[config.mk]
export PLATFORM = sky130hd
export DESIGN_NAME = vga_fetcher
export DESIGN_NICKNAME = d
export VERILOG_FILES = /design/src/rtl/vga_fetcher_pkg.sv /design/src/rtl/vga_fetcher_pixel_fifo.sv /design/src/rtl/vga_fetcher.sv
export SDC_FILE = /design/constraint.sdc
export NUM_CORES = 1
export LEC_CHECK = 0
export CORE_MARGIN = 2
export CORE_UTILIZATION = 60
export CTS_BUF_LIST = sky130_fd_sc_hd__clkbuf_8
export DETAILED_ROUTE_END_ITERATION = 10
export PLACE_DENSITY = 0.81
export SLEW_MARGIN = 25
export SYNTH_ARGS = -nofsm -noshare
export SYNTH_HDL_FRONTEND = slang
export SYNTH_SLANG_ARGS = --single-unit
[constraint.sdc]
create_clock -name clock -period 3.6 [get_ports clock]
set_input_delay 0.54 -clock clock [delete_from_list [all_inputs] [get_ports clock]]
set_output_delay 0.54 -clock clock [all_outputs]
set_load 0.005 [all_outputs]
[src/rtl/vga_fetcher_pkg.sv]
// Shared display and memory parameters for the VGA fetch path.
// The fetcher and its pixel FIFO both import this package.
package vga_fetcher_pkg;

  localparam int LOG_MEM        = 16;
  localparam int LOG_HCOUNT     = 10;
  localparam int LOG_VCOUNT     = 9;
  localparam int IMAGE_WIDTH_D2 = 320;
  localparam int IMAGE_LENGTH   = 480;

  typedef logic [LOG_MEM-1:0] mem_word_t;

endpackage

[src/rtl/vga_fetcher_pixel_fifo.sv]
// Synchronous pixel-word FIFO with a show-ahead head, flush input and occupancy count.
// When empty the head output holds the last word it presented.
module pixel_fifo
  import vga_fetcher_pkg::*;
#(
  parameter int DEPTH = 8
) (
  input  logic                   clock,
  input  logic                   reset_n,
  input  logic                   clear,
  input  logic                   push,
  input  logic                   pop,
  input  mem_word_t              din,
  output mem_word_t              dout,
  output logic [$clog2(DEPTH):0] count,
  output logic                   empty
);

  localparam int AW = $clog2(DEPTH);

  mem_word_t       mem_q [DEPTH];
  mem_word_t       mem_d [DEPTH];
  logic [AW-1:0]   wr_ptr_q, wr_ptr_d;
  logic [AW-1:0]   rd_ptr_q, rd_ptr_d;
  logic [AW:0]     count_q, count_d;
  mem_word_t       last_q, last_d;
  logic            do_pop;

  assign empty  = (count_q == '0);
  assign count  = count_q;
  assign dout   = empty ? last_q : mem_q[rd_ptr_q];
  assign do_pop = pop && !empty;

  always_comb begin
    mem_d    = mem_q;
    wr_ptr_d = wr_ptr_q;
    rd_ptr_d = rd_ptr_q;
    count_d  = count_q;
    last_d   = dout;
    if (clear) begin
      wr_ptr_d = '0;
      rd_ptr_d = '0;
      count_d  = '0;
    end else begin
      if (push) begin
        mem_d[wr_ptr_q] = din;
        wr_ptr_d        = wr_ptr_q + AW'(1);
      end
      if (do_pop) begin
        rd_ptr_d = rd_ptr_q + AW'(1);
      end
      count_d = count_q + (AW+1)'(push) - (AW+1)'(do_pop);
    end
  end

  always_ff @(posedge clock or negedge reset_n) begin
    if (!reset_n) begin
      for (int i = 0; i < DEPTH; i++) begin
        mem_q[i] <= '0;
      end
      wr_ptr_q <= '0;
      rd_ptr_q <= '0;
      count_q  <= '0;
      last_q   <= '0;
    end else begin
      mem_q    <= mem_d;
      wr_ptr_q <= wr_ptr_d;
      rd_ptr_q <= rd_ptr_d;
      count_q  <= count_d;
      last_q   <= last_d;
    end
  end

endmodule

[src/rtl/vga_fetcher.sv]
// Credit-based frame fetcher: walks the image two pixels per read request and
// buffers returned words, tagged by a fixed-latency shift register, in a pixel FIFO.
module vga_fetcher
  import vga_fetcher_pkg::*;
#(
  parameter int FIFO_DEPTH   = 8,
  parameter int READ_LATENCY = 2,
  parameter int IMG_W        = 2 * IMAGE_WIDTH_D2,
  parameter int IMG_H        = IMAGE_LENGTH
) (
  input  logic                  clock,
  input  logic                  reset_n,
  input  logic                  frame_start,
  output logic                  vga_flag,
  input  logic                  done_vga,
  output logic [LOG_HCOUNT-1:0] hcount,
  output logic [LOG_VCOUNT-1:0] vcount,
  input  logic [LOG_MEM-1:0]    vga_pixel,
  input  logic                  pix_ready,
  output logic [LOG_MEM-1:0]    pix_data,
  output logic                  pix_valid,
  output logic                  underflow
);

  typedef enum logic [1:0] {IDLE, FETCH, DRAIN} state_e;

  localparam int CW = $clog2(FIFO_DEPTH) + 1;
  localparam int IW = $clog2(READ_LATENCY + 1);
  localparam logic [LOG_HCOUNT-1:0] H_LAST = LOG_HCOUNT'(IMG_W - 2);
  localparam logic [LOG_VCOUNT-1:0] V_LAST = LOG_VCOUNT'(IMG_H - 1);

  state_e                  state_q, state_d;
  logic [LOG_HCOUNT-1:0]   hcount_q, hcount_d;
  logic [LOG_VCOUNT-1:0]   vcount_q, vcount_d;
  logic [READ_LATENCY-1:0] tag_q, tag_d;
  logic                    underflow_q, underflow_d;
  logic [IW-1:0]           in_flight;
  logic [CW-1:0]           fifo_count;
  logic                    fifo_empty;
  logic [31:0]             occupancy;
  logic                    credit;
  logic                    grant;
  logic                    last_req;
  logic                    push;
  logic                    pop;

  always_comb begin
    in_flight = '0;
    for (int i = 0; i < READ_LATENCY; i++) begin
      in_flight = in_flight + IW'(tag_q[i]);
    end
  end

  // Words requested but not yet consumed must fit in the FIFO, so a push can never overflow.
  assign occupancy = 32'(in_flight) + 32'(fifo_count);
  assign credit    = occupancy < 32'(FIFO_DEPTH);
  assign grant     = vga_flag && done_vga;
  assign last_req  = (hcount_q == H_LAST) && (vcount_q == V_LAST);
  assign push      = tag_q[READ_LATENCY-1];
  assign pop       = pix_ready && pix_valid;

  always_ff @(posedge clock or negedge reset_n) begin
    if (!reset_n) begin
      state_q <= IDLE;
    end else begin
      state_q <= state_d;
    end
  end

  always_comb begin
    state_d = state_q;
    if (frame_start) begin
      state_d = FETCH;
    end else begin
      case (state_q)
        IDLE:    state_d = IDLE;
        FETCH:   if (grant && last_req) state_d = DRAIN;
        DRAIN:   state_d = DRAIN;
        default: state_d = IDLE;
      endcase
    end
  end

  always_comb begin
    vga_flag = (state_q == FETCH) && !frame_start && credit;
  end

  always_comb begin
    hcount_d    = hcount_q;
    vcount_d    = vcount_q;
    tag_d       = tag_q;
    underflow_d = underflow_q;
    if (frame_start) begin
      hcount_d    = '0;
      vcount_d    = '0;
      tag_d       = '0;
      underflow_d = 1'b0;
    end else begin
      tag_d = (tag_q << 1) | READ_LATENCY'(grant);
      if (grant) begin
        if (hcount_q == H_LAST) begin
          hcount_d = '0;
          vcount_d = (vcount_q == V_LAST) ? '0 : vcount_q + LOG_VCOUNT'(1);
        end else begin
          hcount_d = hcount_q + LOG_HCOUNT'(2);
        end
      end
      if (pix_ready && !pix_valid) begin
        underflow_d = 1'b1;
      end
    end
  end

  always_ff @(posedge clock or negedge reset_n) begin
    if (!reset_n) begin
      hcount_q    <= '0;
      vcount_q    <= '0;
      tag_q       <= '0;
      underflow_q <= 1'b0;
    end else begin
      hcount_q    <= hcount_d;
      vcount_q    <= vcount_d;
      tag_q       <= tag_d;
      underflow_q <= underflow_d;
    end
  end

  pixel_fifo #(
    .DEPTH(FIFO_DEPTH)
  ) u_fifo (
    .clock  (clock),
    .reset_n(reset_n),
    .clear  (frame_start),
    .push   (push),
    .pop    (pop),
    .din    (vga_pixel),
    .dout   (pix_data),
    .count  (fifo_count),
    .empty  (fifo_empty)
  );

  assign pix_valid = !fifo_empty;
  assign hcount    = hcount_q;
  assign vcount    = vcount_q;
  assign underflow = underflow_q;

endmodule

# ---- Word level (Yosys, flattened, before mapping)
# Index checks and enable logic that the tools add are counted.
dict set report classes {
  n_addsub 8
  div 0
  magnitude_cmp 4
  shifts 0
  n_mux 25
  bitwise 4
  n_eq_ne 5
  mul 0
  n_reduce_logical 19
}
# op n
set op_table {}
lappend op_table {{bitwise mux 128 bit} 1}
lappend op_table {{two-way mux 16 bit} 4}
lappend op_table {{binary-select mux 16 bit (select 3 bit)} 1}
lappend op_table {{demux 16 bit (select 3 bit)} 1}
lappend op_table {{two-way mux 9 bit} 4}
lappend op_table {{two-way mux 10 bit} 3}
lappend op_table {{two-way mux 3 bit} 4}
lappend op_table {{adder 10 x 2 -> 10 bit, second input constant} 1}
lappend op_table {{equality test 10 bit, second input constant} 1}
lappend op_table {{nonzero test 2 bit} 5}
lappend op_table {{adder 9 x 1 -> 9 bit, second input constant} 1}
lappend op_table {{equality test 9 bit, second input constant} 1}
lappend op_table {{logical AND 1 bit} 9}
lappend op_table {{greater-or-equal comparator 4 bit, second input constant} 2}
lappend op_table {{NOT 3 -> 4 bit} 2}
lappend op_table {{adder 3 x 1 -> 3 bit, second input constant} 2}
lappend op_table {{two-way mux 2 bit} 3}
lappend op_table {{adder 2 x 4 -> 5 bit} 1}
lappend op_table {{less-than comparator 5 x 4 -> 1 bit, second input constant} 1}
lappend op_table {{adder 4 x 1 -> 4 bit} 1}
lappend op_table {{logical NOT 4 bit} 1}
lappend op_table {{less-than comparator 4 x 1 -> 1 bit, second input constant} 1}
lappend op_table {{two-way mux 4 bit} 1}
lappend op_table {{case mux 2 bit (2 select lines)} 1}
lappend op_table {{10 further kinds} 13}
dict set report word_totals {
  elab_cells 82
  rom_bits 0
  ramBits 0
  latch_bits 0
  memories 0
  register_bits 178
  in_bits 21
}

# ---- Depth between registers and ports, before layout
# Gate-level depths: netlist of the first run.
dict set report logic_depth {
  depth_word 9
  mapped_depth 11
  ltp_nobuf 11
}

# ---- Modules after synthesis
# A second synthesis of the first run with hierarchy kept.
dict set report hier_totals {
  hier_cells 644
  area_unflattened_um2 8209.1
}
# module seq_area_each_um2 area_each_um2 n_inst cells_each
set by_module_without_submodules {}
lappend by_module_without_submodules {pixel_fifo 3853.7 6940.4 1 513}
lappend by_module_without_submodules {vga_fetcher 575.6 1268.7 1 131}

# ---- Worst setup path after synthesis of the first run
# OpenSTA, ideal clock, no wires.
dict set report synth_timing {
  kind {register to register}
  startpoint {reg u_fifo.count_q[3], in the netlist u_fifo.count[3]}
  endpoint {reg u_fifo.count_q[2], in the netlist u_fifo.count[2]}
  setup_slack_ns 1.337
  path_stages_with_launch 11
  period_less_slack_ns 2.263
  setup_ns 0.132
  t_arrival_ns 2.132
  cell_sequence {dfrtp_1 inv_1 ha_1 nor3b_2 nor2b_1 ha_1 inv_1 ha_1 fa_1 xnor2_1 nor2_1}
}
dict set report synth_between {
  elab_chain_cells 6
}
# element line
set synth_rtl {}
lappend synth_rtl {{start, declared} vga_fetcher_pixel_fifo.sv:25} ;# logic [AW:0] count_q, count_d;
lappend synth_rtl {{start signal, assigned} vga_fetcher_pixel_fifo.sv:69} ;# count_q <= count_d;
lappend synth_rtl {{logical NOT 4 bit (*)} vga_fetcher_pixel_fifo.sv:29} ;# assign empty = (count_q == '0);
lappend synth_rtl {{logical NOT 1 bit (*)} {vga_fetcher_pixel_fifo.sv:32, vga_fetcher.sv:142}}
lappend synth_rtl {{logical AND 1 bit} vga_fetcher.sv:60} ;# assign pop = pix_ready && pix_valid;
lappend synth_rtl {{logical AND 1 bit (*)} vga_fetcher_pixel_fifo.sv:32} ;# assign do_pop = pop && !empty;
lappend synth_rtl {{subtractor 4 x 1 -> 4 bit (*)} vga_fetcher_pixel_fifo.sv:52} ;# count_d = count_q + (AW+1)'(push) - (AW+1)'(do_pop);
lappend synth_rtl {{two-way mux 4 bit (*)} vga_fetcher_pixel_fifo.sv:40} ;# if (clear) begin
lappend synth_rtl {{named net u_fifo.count_d[2]} vga_fetcher_pixel_fifo.sv:25}
# The timed path passes the listed nets; every way through them passes the cells marked *.
# A chain may end at the register's enable or synchronous reset.

# ---- Final worst setup path of the first run
dict set report layout_timing {
  startpoint {reg u_fifo.rd_ptr_q[0]}
  endpoint {out pix_data[12]}
}
dict set report layout_between {
  elab_chain_cells 5
}
# element line
set layout_rtl {}
lappend layout_rtl {{start, declared} vga_fetcher_pixel_fifo.sv:24} ;# logic [AW-1:0] rd_ptr_q, rd_ptr_d;
lappend layout_rtl {{start signal, assigned} vga_fetcher_pixel_fifo.sv:68} ;# rd_ptr_q <= rd_ptr_d;
lappend layout_rtl {{NOT 3 -> 4 bit (not written as such)} vga_fetcher_pixel_fifo.sv:31} ;# assign dout = empty ? last_q : mem_q[rd_ptr_q];
lappend layout_rtl {{binary-select mux 16 bit (select 3 bit)} vga_fetcher_pixel_fifo.sv:31}
lappend layout_rtl {{two-way mux 16 bit (not written as such) (2 in series)} vga_fetcher_pixel_fifo.sv:31}
lappend layout_rtl {{two-way mux 16 bit} vga_fetcher_pixel_fifo.sv:31}
lappend layout_rtl {{end, declared} vga_fetcher.sv:20} ;# output logic [LOG_MEM-1:0] pix_data,
# Every way passes these cells. The select of a mux whose other input is x is not followed.

==> impl_metrics.yaml, run 1 <==
critical_path:
  path_cells: "buf_4 > mux4_2 > mux2i_1 > o21ai_0 > clkdlybuf4s50_1"
  crit_family: "buffers and inverters"
  cp-start-kind: "flop"
  crit_path_top_delay_cell: "dfrtp_4"
  cp-end-kind: "output pin"
  crit_required_ns: 3.06
  arrival_ns: 2.70
  path_buf_inv: 2
  path_class: "reg2out"
  slowest_delay_ns: 0.66
  crit_fanout: 18
power_and_ir_drop:
  p_leak_uw: 0.00429
  ir_drop_v: 0.000298
  power_density_nw_per_um2: 556
placed_design:
  hpwlAfterDp_um: 10300
  io_buffer_count: 57
  gp_congestion: 0.791
  placed_area_um2: 9020
synthesis:
  yosysSeqAreaShare_pct: 53.7
  postSynthCellCount: 580
  ys_warn_count: 0
  syn-num-nets: 615
  synth_cell_types: 53
  synth_seq_cells: 177
  syn_area_um2: 8240
  synth.avg_cell_area_um2: 14.2
sta:
  maxSlewHeadroom_pct: 37.3
  fin_crit_ns: 3.24
  tightest_slew_ns: 0.941
  fin_setup_tns_ns: 0
  rsz0062_at_grt: "false"
  fin_crit_sh_pct: 90.0
  fmax_mhz: 309
  hold_viol_final: 0
  setup_viol: 0
  slew_violations: 0
  finalClockSkew_ns: 0.0112
clock_network:
  cts_tree: "yes"
  cts_setup_buffers: 0
  numCtsBuffers: 17
  cts_buffer_depth: 2
  cts_sinks: 177
  root_buffer: "clkbuf_8"
  path_clk_slew_ns: 0.09
  holdBufCountCts: 0
  cts_max_level: 4
  insertion_delay_ns: 0.47
floorplan:
  start_util_pct: 61.7
  dieWidth_um: 121
  die_h_um: 121
  ios: 59
  rows: 42
  dieArea_um2: 14700
  coreArea_um2: 13300
detailed_routing:
  drc: 0
  vias: 4928
  drt-initial-drc-count: 266
  wl_per_cell_um: 19.2
  ant_nets: 0
  vias_per_cell: 5.94
  drt_wl_total_um: 15900
  drt-pass1-iter-count: 4
finish:
  diodes: 0
  final_cell_mix: "dfrtp_1, mux2_2, clkdlybuf4s50_1, mux4_2, nand2_1"
  final_net_count: 676
  syn2layout_area_growth_pct: 14.1
  final_common_cell: "dfrtp_1"
  final_area_um2: 9400
  drive_above_1_share_pct: 33.6
  register_area_um2: 4430
  n_fill_cell: 921
  multi_input_area_um2: 3610
grt:
  grt_max_degree: 121
  gr-total-overflow: 0
  antenna_found_initial: 0
  grt_pass1_vias: 5266
  grt_pass1_wl_um: 26900
  track_usage_pct: 23.9
run_status:
  status: "complete, no violations"
flow_run:
  cap_viol_max_count: 0
min_path:
  hold_class: "in2async"
-- worst paths after layout --
kind / slack, ns / start / depth (start not counted) / to
worst max-delay path: 0.36 / u_fifo.rd_ptr_q[0] / 5 / pix_data[12]
worst min-delay path: 0.19 / reset_n / 1 / hcount[9]
worst max register to register: 1.16 / u_fifo.count[3] / 11 / u_fifo.count[3]
worst min register to register: 0.50 / u_fifo.mem_q[70] / 1 / u_fifo.mem_q[70]
max in group asynchronous: 2.49 / reset_n / 2 / u_fifo.mem_q[59]
min in group clock: 0.50 / u_fifo.mem_q[70] / 1 / u_fifo.mem_q[70]
-- logic make-up (layout without fill, tap and decap cells) --
family	Yosys count	after routing	synth area share (%)
other	1	1	0.0455
buffers and inverters	44	118	2.57
AOI/OAI and AO/OA	54	54	4.11
and+or+nand+nor	102	102	7.82
adders and majority gates	14	14	2.22
muxes	179	179	28.5
DFF	177	177	53.7
xor gates and xnor gates	9	9	0.956
-- worst reg2reg max path: stages (launching register included) --
cell and delay, ns:
dfrtp_1 0.45, inv_1 0.08, ha_1 0.20, nor3b_4 0.16, nor2b_1 0.35, ha_1 0.23
inv_1 0.07, ha_1 0.27, a21o_1 0.16, a21oi_1 0.18, xnor2_1 0.13, nor2_1 0.05
-- what timing repair did --
action | CTS | global route
hold endpoints to repair | 0 | 0
endpoints found under the setup margin | 0 | 3
resized for setup | 0 | 1
-- report_power, final --
| group | internal [uW] | switching (uW) | total (uW) |
|---|---|---|---|
| combinational | 857 | 681 | 1540 |
| sequential | 2210 | 181 | 2390 |
| clock | 611 | 684 | 1300 |
-- per-stage QoR --
step | power [uW] | std cells | hold WS, ns | utilization [%] | setup WS, ns
detailed placement | 3990 | 798 | 0.481 | 67.6 | 0.675
finish | 5230 | 830 | 0.186 | 70.4 | 0.359
floorplan | 3310 | 580 | 0.244 | - | 1.34
global placement | 3930 | 798 | 0.462 | 67.6 | 0.677
CTS | 5300 | 830 | 0.269 | 70.4 | 0.138
global route | 5540 | 830 | 0.248 | 70.4 | 0.114
-- Yosys cell counts (all sizes together) --
cell type / n / area, um^2
or4: 2 / 15.0
mux2: 128 / 1440
dfrtp: 177 / 4430
nand2: 27 / 101
nand4: 6 / 56.3
buf: 17 / 110
nor4: 2 / 27.5
and3: 4 / 25.0
o211ai: 1 / 7.51
nor2b: 5 / 31.3
fa: 1 / 20.0
nor3: 2 / 26.3
nor3b: 4 / 68.8
clkbuf: 13 / 48.8
or3: 7 / 43.8
and2: 3 / 18.8
xnor2: 6 / 52.6
nand4b: 1 / 8.76
nand3b: 4 / 37.5
o21ai: 27 / 146
o311ai: 1 / 16.3
nand3: 12 / 77.6
o21a: 1 / 7.51
xor2: 3 / 26.3
o211a: 1 / 10.0
mux4: 32 / 721
and4: 3 / 26.3
a211oi: 1 / 7.51
o41ai: 2 / 17.5
mux2i: 19 / 190
a21o: 2 / 22.5
conb: 1 / 3.75
nand2b: 1 / 6.26
o31ai: 1 / 7.51
nor2: 19 / 73.8
ha: 13 / 163
a21oi: 17 / 96.4
inv: 14 / 52.6
-- cell type report --
cell class / count / share of cell area [%]
sequential: 177 / 47.1
clock inverter: 11 / 0.945
inverter: 14 / 0.559
clock buffer: 21 / 3.07
tap: 176 / 2.34
timing repair buffer: 72 / 7.57
multi-input combinational: 359 / 38.4
-- metal layers --
| metal | GRT usage, % | part of all wire [%] |
|---|---|---|
| met1 | 32.6 | 46 |
| met2 | 38.1 | 49 |
| met3 | 5.50 | 3.8 |
| met4 | 8.55 | 1.5 |
| met5 | 0 | 0 |
-- sequential cells by signal, summed over array words and instances (netlist names) --
signal and count:
tag_q 2, vcount 9, state_q 2, u_fifo.count 4
u_fifo.last_q 16, u_fifo.mem_q 128, underflow 1, hcount 9
u_fifo.rd_ptr_q 3, u_fifo.wr_ptr_q 3
Power figures use the tool's default switching activity.
==> inputs of run 2 (changes only) <==
PLACE_DENSITY = 0.87   (was 0.81)
==> impl_metrics.yaml, run 2 (synthesis results as in run 1) <==
run_status:
  status: "complete, no violations"
clock_network:
  numCtsBuffers: 17
  cts_sinks: 177
  path_clk_slew_ns: 0.09
  cts_buffer_depth: 2
  cts_max_level: 4
  insertion_delay_ns: 0.47
  cts_tree: "yes"
  root_buffer: "clkbuf_8"
detailed_routing:
  drc: 0
  wl_per_cell_um: 19.3
  drt_wl_total_um: 16100
  drt-initial-drc-count: 282
  drt-pass1-iter-count: 4
  vias: 4969
  vias_per_cell: 5.97
  ant_nets: 0
critical_path:
  r2r_end: "u_fifo.count[2]"
  crit_fanout: 13
  ff2ff_setup_slack_ns: 0.79
  arrival_ns: 2.80
  cp-end-kind: "output pin"
  crit_required_ns: 3.06
  cp-start-kind: "flop"
  path_class: "reg2out"
  r2r_cells: 10
  worst_r2r_startpoint: "u_fifo.count[3]"
sta:
  hold_viol_final: 0
  rsz0062_at_grt: "false"
  fmax_mhz: 300
  slew_violations: 0
  tightest_slew_ns: 0.852
  fin_crit_sh_pct: 92.7
  finalClockSkew_ns: 0.0131
  maxSlewHeadroom_pct: 43.2
  fin_setup_tns_ns: 0
  fin_crit_ns: 3.34
  setup_viol: 0
finish:
  drive_above_1_share_pct: 34.1
  register_area_um2: 4430
  largest_register_ffs: 128
  final_cell_mix: "dfrtp_1, mux2_2, clkdlybuf4s50_1, mux4_2, nand2_1"
  final_area_um2: 9390
  n_fill_cell: 886
  diodes: 0
  final_common_cell: "dfrtp_1"
  instances_no_fill: 832
  regMostFlops: "u_fifo.mem_q"
  final_net_count: 678
  syn2layout_area_growth_pct: 13.9
  multi_input_area_um2: 3610
  top_regs: "u_fifo.mem_q x128, u_fifo.last_q x16"
placed_design:
  io_buffer_count: 57
  gp_congestion: 0.819
  placed_area_um2: 9020
  place_inst: 800
  hpwlAfterDp_um: 10500
flow_run:
  cap_viol_max_count: 0
min_path:
  hold_class: "in2async"
power_and_ir_drop:
  power_density_nw_per_um2: 552
  ir_drop_v: 0.000373
  p_leak_uw: 0.00427
grt:
  grt_pass1_wl_um: 26700
  antenna_found_initial: 0
  grt_max_degree: 108
  gr-total-overflow: 0
  track_usage_pct: 23.8
  grt_pass1_vias: 5288
floorplan:
  start_util_pct: 61.7
  rows: 42
  ios: 59
  die_h_um: 121
  dieArea_um2: 14700
  coreArea_um2: 13300
  dieWidth_um: 121
==> run 2: cell count changes in the layout (fill, tap and decap cells not counted), sizes merged <==
| cell | change |
|---|---|
| bufinv | -1 |
| clkinv | -2 |
| clkbuf | -2 |
| buf | +2 |
| clkinvlp | +2 |
| inv | +3 |
==> run 2: worst max-delay path: stages, from the launching register on <==
cell,delay (ns)
dfrtp_4,0.58
buf_4,0.33
mux4_2,0.54
mux2i_1,0.25
o21ai_0,0.15
clkdlybuf4s50_1,0.49
==> run 2: repair_timing <==
item	in CTS	in global routing
setup buffers	0	0
hold buffers	0	0
endpoints found under the setup margin	0	1
resized for setup	0	1
==> run 2: layout make-up <==
class,instances,area share [%]
Tap cell,176,2.35
Clock inverter,13,1.07
Sequential cell,177,47.2
Timing Repair Buffer,74,7.61
Clock buffer,19,2.79
Inverter,14,0.560
Multi-Input combinational cell,359,38.4
==> run 2: how the worst max path moves through the flow <==
stage                                   from         endpoint  slack, ns  cells past startpoint
after floorplan              u_fifo.count[3]  u_fifo.count[2]       1.34                     10
after global placement    u_fifo.rd_ptr_q[0]     pix_data[15]       0.67                      5
after detailed placement  u_fifo.rd_ptr_q[0]     pix_data[15]       0.63                      5
after CTS                 u_fifo.rd_ptr_q[0]     pix_data[15]       0.12                      5
after global routing         u_fifo.count[3]     pix_data[14]       0.06                      7
final                     u_fifo.rd_ptr_q[0]     pix_data[15]       0.26                      5
==> run 2: layer usage <==
layer | routed length, um | global-route usage, % | up-vias
li1 | - | - | 2249
met1 | 6960 | 31.6 | 2564
met2 | 8000 | 38.8 | 131
met3 | 731 | 5.31 | 25
met4 | 358 | 9.20 | 0
met5 | 0 | 0 | -
==> run 2: through the flow <==
stage	hold WS (ns)	utilization [%]	worst slack, ns	power, uW
CTS	0.209	70.3	0.115	5240
floorplan	0.244	-	1.34	3310
global placement	0.464	67.6	0.668	3920
finish	0.138	70.3	0.264	5180
global route	0.214	70.3	0.0588	5490
detailed placement	0.473	67.6	0.631	3990
==> run 2: where the power goes <==
| group | switching (uW) | internal (uW) |
|---|---|---|
| sequential | 151 | 2210 |
| combinational | 710 | 851 |
| clock | 731 | 522 |
| total | 1590 | 3590 |
